**config.mk**
```make
export PLATFORM = sky130hd
export DESIGN_NAME = mult_result_buffer
export DESIGN_NICKNAME = d
export VERILOG_FILES = /design/src/rtl/mult_result_buffer_pkg.sv /design/src/rtl/mult_result_buffer_sync_fifo_fwft.sv /design/src/rtl/mult_result_buffer.sv
export SDC_FILE = /design/constraint.sdc
export NUM_CORES = 1
export LEC_CHECK = 0
export BUFFER_PORTS_ARGS = -buffer_cell sky130_fd_sc_hd__clkbuf_2
export CAP_MARGIN = 0
export CELL_PAD_IN_SITES_DETAIL_PLACEMENT = 2
export CELL_PAD_IN_SITES_GLOBAL_PLACEMENT = 2
export CORE_MARGIN = 2
export CORE_UTILIZATION = 40
export CTS_CLUSTER_DIAMETER = 50
export DETAILED_ROUTE_END_ITERATION = 12
export PLACE_DENSITY = 0.85
export SLEW_MARGIN = 20
export SYNTH_ARGS = -nofsm -noshare
export SYNTH_HDL_FRONTEND = slang
export SYNTH_SLANG_ARGS = --single-unit
```
**constraint.sdc**
```tcl
create_clock -name Clock -period 2.72 [get_ports Clock]
set_clock_uncertainty 0.15 [all_clocks]
set_input_delay 0.408 -clock Clock [delete_from_list [all_inputs] [get_ports Clock]]
set_output_delay 0.408 -clock Clock [all_outputs]
set_load 0.01 [all_outputs]
```
**src/rtl/mult_result_buffer_pkg.sv**
```systemverilog
// ----------------------------------------------------------------------------
// mult_result_buffer_pkg
// Definitions shared by the shift-add multiplier control machine and the
// result buffer that sits downstream of it.
//   OPERAND_W  : multiplier operand width (32)
//   PRODUCT_W  : product width, twice the operand width (64)
//   capState_e : handshake state encodings (IDLE / ACK / WAIT)
// ----------------------------------------------------------------------------
package mult_result_buffer_pkg;

  localparam int OPERAND_W = 32;
  localparam int PRODUCT_W = 2 * OPERAND_W;

  // WAIT is reserved; the control machine and this buffer share the encoding
  // so that both sides agree on the state values.
  typedef enum logic [1:0] {
    IDLE = 2'd0,
    ACK  = 2'd1,
    WAIT = 2'd2
  } capState_e;

endpackage : mult_result_buffer_pkg

```
**src/rtl/mult_result_buffer_sync_fifo_fwft.sv**
```systemverilog
// ----------------------------------------------------------------------------
// sync_fifo_fwft
// Single-clock first-word-fall-through FIFO. The head entry is visible on
// dout whenever the FIFO is not empty; pop consumes it at the next edge.
// Ports:
//   Clock, Reset : clock and synchronous active-high reset
//   push, din    : write din at the tail (ignored while full)
//   pop          : consume the head entry (ignored while empty)
//   dout         : head entry, forced to 0 while empty
//   count        : occupied entries, 0..DEPTH
//   full, empty  : status derived from the registered count
// ----------------------------------------------------------------------------
module sync_fifo_fwft #(
  parameter  int WIDTH = 64,
  parameter  int DEPTH = 4,
  localparam int PTR_W = $clog2(DEPTH)
) (
  input  logic             Clock,
  input  logic             Reset,
  input  logic             push,
  input  logic             pop,
  input  logic [WIDTH-1:0] din,
  output logic [WIDTH-1:0] dout,
  output logic [PTR_W:0]   count,
  output logic             full,
  output logic             empty
);

  logic [WIDTH-1:0] mem [DEPTH];
  logic [PTR_W-1:0] wrPtr;
  logic [PTR_W-1:0] rdPtr;
  logic             doPush;
  logic             doPop;

  // Full is judged on the registered count, so a push against a full FIFO is
  // refused even when a pop happens on the same edge.
  assign full   = (count == (PTR_W+1)'(DEPTH));
  assign empty  = (count == '0);
  assign doPush = push && !full;
  assign doPop  = pop && !empty;
  assign dout   = empty ? '0 : mem[rdPtr];

  // Pointers wrap naturally because DEPTH is a power of two; the extra count
  // bit is what tells full from empty.
  always_ff @(posedge Clock) begin
    if (Reset) begin
      wrPtr <= '0;
      rdPtr <= '0;
      count <= '0;
    end else begin
      if (doPush) wrPtr <= wrPtr + 1'b1;
      if (doPop)  rdPtr <= rdPtr + 1'b1;
      case ({doPush, doPop})
        2'b10:   count <= count + 1'b1;
        2'b01:   count <= count - 1'b1;
        default: count <= count;
      endcase
    end
  end

  // NOTE: the storage array has no reset; stale words are unreachable
  // because dout is masked while empty and the pointers restart at zero.
  always_ff @(posedge Clock) begin
    if (doPush) mem[wrPtr] <= din;
  end

endmodule : sync_fifo_fwft

```
**src/rtl/mult_result_buffer.sv**
```systemverilog
// ----------------------------------------------------------------------------
// mult_result_buffer
// Captures finished products from the shift-add multiplier over a 4-phase
// done/ack handshake and queues them in a FWFT FIFO for a valid/ready
// consumer, so the multiplier can start its next operation early.
// Ports:
//   Clock, Reset : clock and synchronous active-high reset
//   iDone        : product on iProduct is stable; held until oAck is seen
//   iProduct     : product from the datapath, stored bit-exact
//   oAck         : product captured (high for the whole ACK state)
//   oData        : head-of-FIFO product, 0 when empty
//   oValid       : FIFO not empty
//   iReady       : consumer takes oData this cycle
//   oCount       : occupied entries, 0..DEPTH
//   oFull        : oCount == DEPTH
//   oStall       : a product is waiting but the FIFO is full
// ----------------------------------------------------------------------------
module mult_result_buffer
  import mult_result_buffer_pkg::*;
#(
  parameter  int WIDTH = PRODUCT_W,
  parameter  int DEPTH = 4,
  localparam int PTR_W = $clog2(DEPTH)
) (
  input  logic             Clock,
  input  logic             Reset,
  input  logic             iDone,
  input  logic [WIDTH-1:0] iProduct,
  output logic             oAck,
  output logic [WIDTH-1:0] oData,
  output logic             oValid,
  input  logic             iReady,
  output logic [PTR_W:0]   oCount,
  output logic             oFull,
  output logic             oStall
);

  capState_e state;
  capState_e nextState;
  logic      fifoPush;
  logic      fifoEmpty;

  // NOTE: state registers use non-blocking assignments so every flop samples
  // the values from before the edge, regardless of block ordering.
  always_ff @(posedge Clock) begin
    if (Reset) state <= IDLE;
    else       state <= nextState;
  end

  // One write per iDone assertion: the write happens only on the IDLE->ACK
  // transition, and ACK is held until iDone drops.
  always_comb begin
    // NOTE: defaults first, so no path through the case leaves a signal
    // unassigned and infers a latch.
    nextState = state;
    fifoPush  = 1'b0;
    case (state)
      IDLE: begin
        if (iDone && !oFull) begin
          fifoPush  = 1'b1;
          nextState = ACK;
        end
      end
      ACK: begin
        if (!iDone) nextState = IDLE;
      end
      default: nextState = IDLE; // WAIT and the unused code recover to IDLE
    endcase
  end

  // The state is registered, so this decode is a clean registered ack.
  assign oAck   = (state == ACK);
  assign oValid = !fifoEmpty;
  // Stall only reports a capture that is actually being refused; while in ACK
  // the pending product has already been taken.
  assign oStall = iDone && oFull && (state == IDLE);

  sync_fifo_fwft #(
    .WIDTH (WIDTH),
    .DEPTH (DEPTH)
  ) u_fifo (
    .Clock (Clock),
    .Reset (Reset),
    .push  (fifoPush),
    .pop   (iReady),
    .din   (iProduct),
    .dout  (oData),
    .count (oCount),
    .full  (oFull),
    .empty (fifoEmpty)
  );

endmodule : mult_result_buffer

```
==> results of run 1 <==
==> flip-flops by register name, summed over array words and instances (netlist names), named ones only <==
signal,cells
u_fifo.rdPtr,2
u_fifo.mem,256
state,1
u_fifo.wrPtr,2
u_fifo.count,3
==> report_power, final <==
part / switching [mW] / total (mW) / internal [mW]
clock: 1.55 / 3.84 / 2.29
combinational: 1.87 / 3.54 / 1.67
sequential: 0.152 / 4.99 / 4.84
==> cell families (layout without fill, tap and decap cells) <==
logic type,count (synthesis),count (layout)
xor gates and xnor gates,4,4
and+or+nand+nor,84,84
muxes,64,64
AOI/OAI and AO/OA,8,8
adders and majority gates,6,6
buffers and inverters,30,279
DFF,266,266
==> metal layers <==
| metal | routed length, um | up-vias | GRT usage | part of all wire |
|---|---|---|---|---|
| met2 | 13200 | 134 | 0.343 | 0.55 |
| met1 | 9630 | 2768 | 0.225 | 0.40 |
| met4 | 386 | 0 | 0.0379 | 0.016 |
| met5 | 0 | - | 0 | 0 |
| li1 | - | 2328 | - | - |
| met3 | 981 | 35 | 0.0295 | 0.041 |
==> final timing paths <==
check | startpoint | slack (ns) | to
worst max-delay path | register | 0.08 | oData[42]
worst min-delay path | Reset | 0.06 | u_fifo.count[2]
worst max register to register | u_fifo.count[0] | 0.10 | u_fifo.count[2]
worst min register to register | state[0] | 0.37 | state[0]
==> cell usage after synthesis <==
master,instances,share of area
nand2b_1,1,0.00061
or4b_1,1,0.00098
dfxtp_1,10,0.020
mux4_2,60,0.13
inv_1,7,0.0026
inv_2,1,0.00037
and2_1,68,0.042
o311ai_0,1,0.00085
clkbuf_2,1,0.00049
nor2_1,9,0.0033
fa_1,1,0.0020
a21oi_1,3,0.0015
or3_1,3,0.0018
edfxtp_1,256,0.75
buf_12,6,0.012
nor3b_1,1,0.00073
o31ai_1,2,0.0015
clkbuf_1,8,0.0029
xor2_1,4,0.0034
buf_6,1,0.0011
o21ai_0,2,0.00098
or3b_4,1,0.0011
mux4_1,4,0.010
ha_1,5,0.0061
buf_2,6,0.0029
==> worst max-delay path, stage by stage, from the launching register on <==
cell      delay (ns)
dfxtp_4         0.42
buf_12          0.24
mux4_2          0.56
and2_1          0.18
clkbuf_2        0.13
==> layout make-up <==
| type | instances | area (um^2) | area share |
|---|---|---|---|
| tap | 330 | 413 | 0.0318 |
| timing repair buffer | 216 | 1540 | 0.118 |
| inverter | 8 | 32.5 | 0.00250 |
| clock buffer | 43 | 861 | 0.0662 |
| clock inverter | 12 | 96.3 | 0.00741 |
| sequential | 266 | 7900 | 0.608 |
| multi-input combinational | 166 | 2150 | 0.166 |
==> cell usage in the layout (no fill, tap or decap) <==
| cell type | netlist | layout |
|---|---|---|
| edfxtp_1 | 256 | 256 |
| clkbuf_2 | 1 | 138 |
| dlygate4sd3_1 | 0 | 65 |
| and2_1 | 68 | 64 |
| mux4_2 | 60 | 60 |
| clkbuf_16 | 0 | 31 |
| nor2_1 | 9 | 8 |
| clkbuf_1 | 8 | 8 |
| inv_1 | 7 | 7 |
| buf_12 | 6 | 7 |
| dfxtp_1 | 10 | 5 |
| and2_4 | 0 | 4 |
| mux4_1 | 4 | 4 |
| xor2_1 | 4 | 4 |
| ha_1 | 5 | 4 |
| dfxtp_4 | 0 | 4 |
| clkinv_2 | 0 | 4 |
| clkbuf_8 | 0 | 4 |
| buf_4 | 0 | 4 |
| a21oi_1 | 3 | 3 |
| clkinv_1 | 0 | 3 |
| o31ai_1 | 2 | 2 |
| o21ai_0 | 2 | 2 |
| or3_1 | 3 | 2 |
| inv_6 | 0 | 2 |
| clkinv_4 | 0 | 2 |
| or3_2 | 0 | 1 |
| or3b_4 | 1 | 1 |
| inv_4 | 0 | 1 |
| nand2b_1 | 1 | 1 |
| nor2_2 | 0 | 1 |
| o311ai_0 | 1 | 1 |
| or4b_1 | 1 | 1 |
| nor3b_1 | 1 | 1 |
| fa_1 | 1 | 1 |
| ha_2 | 0 | 1 |
| bufinv_16 | 0 | 1 |
| buf_8 | 0 | 1 |
| buf_6 | 1 | 1 |
| dfxtp_2 | 0 | 1 |
==> what timing repair did <==
action                                 4_1_cts  5_1_grt
setup endpoints to repair                   65       22
endpoints found under the hold margin      257        0
hold buffers                                65        0
buffers inserted                             3        0
resized for setup                            5        6
cloned                                       0        0
==> stage by stage <==
stage	hold WS, ns	cell area (um^2)	setup TNS [ns]	instances	utilization
final	0.0584	13000	0	1041	0.516
after CTS	0.0315	13000	0	1041	0.516
after global routing	0.0707	13000	-0.321	1041	0.516
after detailed placement	0.363	11300	0	918	0.450
after global placement	0.362	11300	0	918	0.450
after floorplan	0.335	10300	0	462	-
==> out/qor.txt, run 1 <==
Status: completed
Synth Register Bits: 266
Clk slew on worst S/H paths: 0.06 ns
CP Capture Type: output port
Critical path arrival: 2.09 ns
First-pass GRT wire length: 36,900 um
DRT antenna net count: 0
Final HPWL from detailed placement: 14,100 um
Max frequency: 0.378 GHz
RSZ-0062 raised after global routing: true
Main combinational cell family by area after synthesis: multiplexers
Grt ovf: 0
TritonCTS Buffers: 31
Die area: 0.0269 mm^2
Syn Inst Count: 462
Syn-to-layout area delta: 26.8%
Hold Violations, Final: 0
Fin worst setup slack: 0.0758 ns
Vias in the first global route: 6,120
Total Power: 12.4 mW
Port bufs: 138
H-tree Lvls: 1
Synth Cell Area: 0.0102 mm^2
Biggest fanout along the worst timing path: 23
Slew @ Worst Pin: 0.444 ns
Core Rows: 58
Worst path required time: 2.16 ns
HP Class: input port to register
Min Clock Period, post-route: 2.64 ns
Post-Synth XOR/XNOR Area: 0.00342
Final setup violation count: 0
Fin. max-slew vios: 0
Cell variety after synth: 25
# DRC: 0
Syn nets: 536
Syn avg cell area: 22.2 um^2
Hold path cells: 2
Pre-Repair DR Iteration Count: 4
Max-cap violations: 0
Static leakage: 4.53 nW
Post-Synth Adder-Cell Area: 0.00806
WS Path Type: register to output port
Starting density of the core: 0.407
Fin nets: 763
Avg WL per Cell: 23.3 um
Seq/Total Area, Yosys: 0.770
Complex-gate fraction of the synthesized area: 0.00476
Sink Count: 266
GRT Total Usage: 0.184
Die height: 164 um
Tcrit/Tclk final: 0.972
Yosys warns: 0
Peak VDD IR: 775 uV
Post-DR vias/cell: 5.06
Initial antenna violation count: 0
Worst slew margin: 0.702
I/O pin count: 139
Via count: 5,265
R2R depth: 10
Total power divided by cell area: 952 mW/mm^2
Root buf cell: clkbuf_16
Fillers: 2,185
Routability cong.: 0.718
Clock Latency Late Sink: 0.54 ns
CTS tree: done
Share of layout cells above drive strength 1: 0.378
CP startpoint kind: register
Die Wd: 164 um
Pre-CTS setup slack: 0.0725 ns
Simple-gate share of the synthesized area: 0.0500
Core Box Area: 0.0252 mm^2
Initial DRC Count: 266
Mux cell area share after synthesis: 0.142
Post-Route WL: 24,200 um
# diodes: 0
Max Buffers Root-to-Sink: 3
Largest net degree at the start of global routing: 66
No activity file was read; power rests on OpenSTA's default activity.
==> run 2: changes to the inputs <==
--- a/config.mk
+++ b/config.mk
@@ -14,6 +14,7 @@
 export CTS_CLUSTER_DIAMETER = 50
 export DETAILED_ROUTE_END_ITERATION = 12
 export PLACE_DENSITY = 0.85
+export RECOVER_POWER = 50
 export SLEW_MARGIN = 20
 export SYNTH_ARGS = -nofsm -noshare
 export SYNTH_HDL_FRONTEND = slang
==> out/qor.txt, run 2 (synthesis results as in run 1) <==
Status: completed (unchanged)
Largest net degree at the start of global routing: 66 (unchanged)
Max-cap violations: 0 (unchanged)
Final setup violation count: 0 (unchanged)
Root buf cell: clkbuf_16 (unchanged)
CP Capture Type: output port (unchanged)
Final HPWL from detailed placement: 14,100 um (unchanged)
CP startpoint kind: register (unchanged)
GR Layer Usage met1: 0.225 (unchanged)
Combinational share of power: 0.285 (was 0.286)
H-tree Lvls: 1 (unchanged)
Placed insts: 918 (unchanged)
Peak VDD IR: 771 uV (was 775 uV)
CTS tree: done (unchanged)
Fin. max-slew vios: 0 (unchanged)
I/O pin count: 139 (unchanged)
Core Box Area: 0.0252 mm^2 (unchanged)
Pre-Repair DR Iteration Count: 4 (unchanged)
Min Clock Period, post-route: 2.64 ns (about the same)
Fin nets: 763 (unchanged)
# DRC: 0 (unchanged)
GR Util met2: 0.343 (unchanged)
Clock Latency Late Sink: 0.54 ns (about the same)
Worst path required time: 2.16 ns (about the same)
Clk slew on worst S/H paths: 0.06 ns (about the same)
Critical path arrival: 2.08 ns (was 2.09 ns)
Switching Share: 0.289 (was 0.288)
WS Path Type: register to output port (unchanged)
Clk pwr share: 0.311 (was 0.310)
Total Power: 12.3 mW (was 12.4 mW)
Initial DRC Count: 274 (was 266)
Avg WL per Cell: 23.3 um (about the same)
Total power divided by cell area: 958 mW/mm^2 (was 952 mW/mm^2)
Post-Layout Cell Count: 1,041 (unchanged)
Routability cong.: 0.718 (unchanged)
Sink Count: 266 (unchanged)
Initial antenna violation count: 0 (unchanged)
Worst slew margin: 0.505 (was 0.702)
TritonCTS Buffers: 31 (unchanged)
Largest register by flop count: u_fifo.mem (unchanged)
HP Class: input port to register (unchanged)
Tcrit/Tclk final: 0.971 (was 0.972)
Via count: 5,255 (was 5,265)
DRT antenna net count: 0 (unchanged)
Starting density of the core: 0.407 (unchanged)
Static leakage: 4.32 nW (was 4.53 nW)
Max reg flops: 256 (unchanged)
Post-DR vias/cell: 5.05 (was 5.06)
Met3 GRT Util: 0.0295 (unchanged)
Slowest CP cell: mux4_2 (unchanged)
Biggest fanout along the worst timing path: 23 (unchanged)
Port bufs: 138 (unchanged)
Syn-to-layout area delta: 25.7% (was 26.8%)
Vias in the first global route: 6,120 (unchanged)
Grt peak-use layer: met2 (unchanged)
Register share of total power: 0.405 (was 0.404)
Largest regs: u_fifo.mem x256, u_fifo.count x3 (unchanged)
Slew @ Worst Pin: 0.742 ns (was 0.444 ns)
Core Rows: 58 (unchanged)
Pre-CTS setup slack: 0.0725 ns (unchanged)
Die Wd: 164 um (unchanged)
Max Buffers Root-to-Sink: 3 (unchanged)
Hold path cells: 2 (unchanged)
Max frequency: 0.379 GHz (was 0.378 GHz)
Hold Violations, Final: 0 (unchanged)
Commonest cells after routing, fill and taps aside: 256 x edfxtp_1, 75 x clkbuf_1, 71 x clkbuf_2, 65 x dlygate4sd3_1, 64 x and2_1 (was 256 x edfxtp_1, 138 x clkbuf_2, 65 x dlygate4sd3_1, 64 x and2_1, 60 x mux4_2)
GRT Total Usage: 0.184 (unchanged)
Crit-path max cell delay: 0.53 ns (was 0.56 ns)
Post-Route WL: 24,200 um (about the same)
Die height: 164 um (unchanged)
Grt ovf: 0 (unchanged)
Sw Pwr: 3.56 mW (was 3.57 mW)
Die area: 0.0269 mm^2 (unchanged)
Fin worst setup slack: 0.0798 ns (was 0.0758 ns)
First-pass GRT wire length: 36,900 um (unchanged)
RSZ-0062 raised after global routing: true (unchanged)
# diodes: 0 (unchanged)
Internal power of the cells: 8.78 mW (was 8.80 mW)
Commonest non-fill, non-tap cell in the layout: edfxtp_1 (unchanged)
Critical Path, Cell by Cell: buf_12 -> mux4_2 -> and2_1 -> clkbuf_2 (unchanged)
R2R depth: 10 (unchanged)
Share of layout cells above drive strength 1: 0.280 (was 0.378)
==> run 2: final timing paths <==
check / start / endpoint / slack, ns
worst max-delay path: register / oData[15] / 0.08
worst min-delay path: Reset / u_fifo.count[2] / 0.06
worst min register to register: state[0] / state[0] / 0.37
worst max register to register: u_fifo.count[1] / u_fifo.count[2] / 0.11
==> run 2: worst max-delay path, delay by kind of cell, from the launching register on <==
kind / cells / cell delay [ns]
mux: 1 / 0.53
flops: 1 / 0.42
buf+inv: 2 / 0.37
simple gates: 1 / 0.20
==> run 2: power by group through the flow <==
stage	combinational, mW	sequential, mW	clock (mW)
after detailed placement	3.43	5.10	0
after global routing	3.88	5.02	4.08
final	3.51	4.99	3.84
after global placement	3.30	5.04	0
after CTS	3.64	5.00	3.95
after floorplan	2.29	4.99	0
==> run 2: area by class of cell <==
type / instances / area (um^2)
clock buffers: 43 / 861
multi-input cells: 166 / 2150
clock inverters: 12 / 96.3
fillers: 2215 / 12300
repair buffers: 216 / 1440
flip-flops and latches: 266 / 7900
inverters: 8 / 32.5
well taps: 330 / 413
==> run 2: metrics by stage <==
step                cell area (um^2)   util  setup TNS, ns  hold slack, ns
global placement               11300  0.450              0           0.362
detailed placement             11300  0.450              0           0.363
global route                   12900  0.512         -0.350          0.0707
CTS                            13000  0.516              0          0.0315
finish                         12900  0.512              0          0.0582
floorplan                      10300      -              0           0.335
==> run 2: routing by layer <==
metal | up-vias | share of wire
met5 | - | 0
met2 | 126 | 0.55
met1 | 2770 | 0.40
li1 | 2326 | -
met4 | 0 | 0.015
met3 | 33 | 0.042
==> run 2: timing repair <==
item,CTS,global route
endpoints found under the setup margin,65,22
cloned,0,0
setup buffers,3,0
endpoints found under the hold margin,257,0
gates resized for setup,5,6
hold buffers,65,0
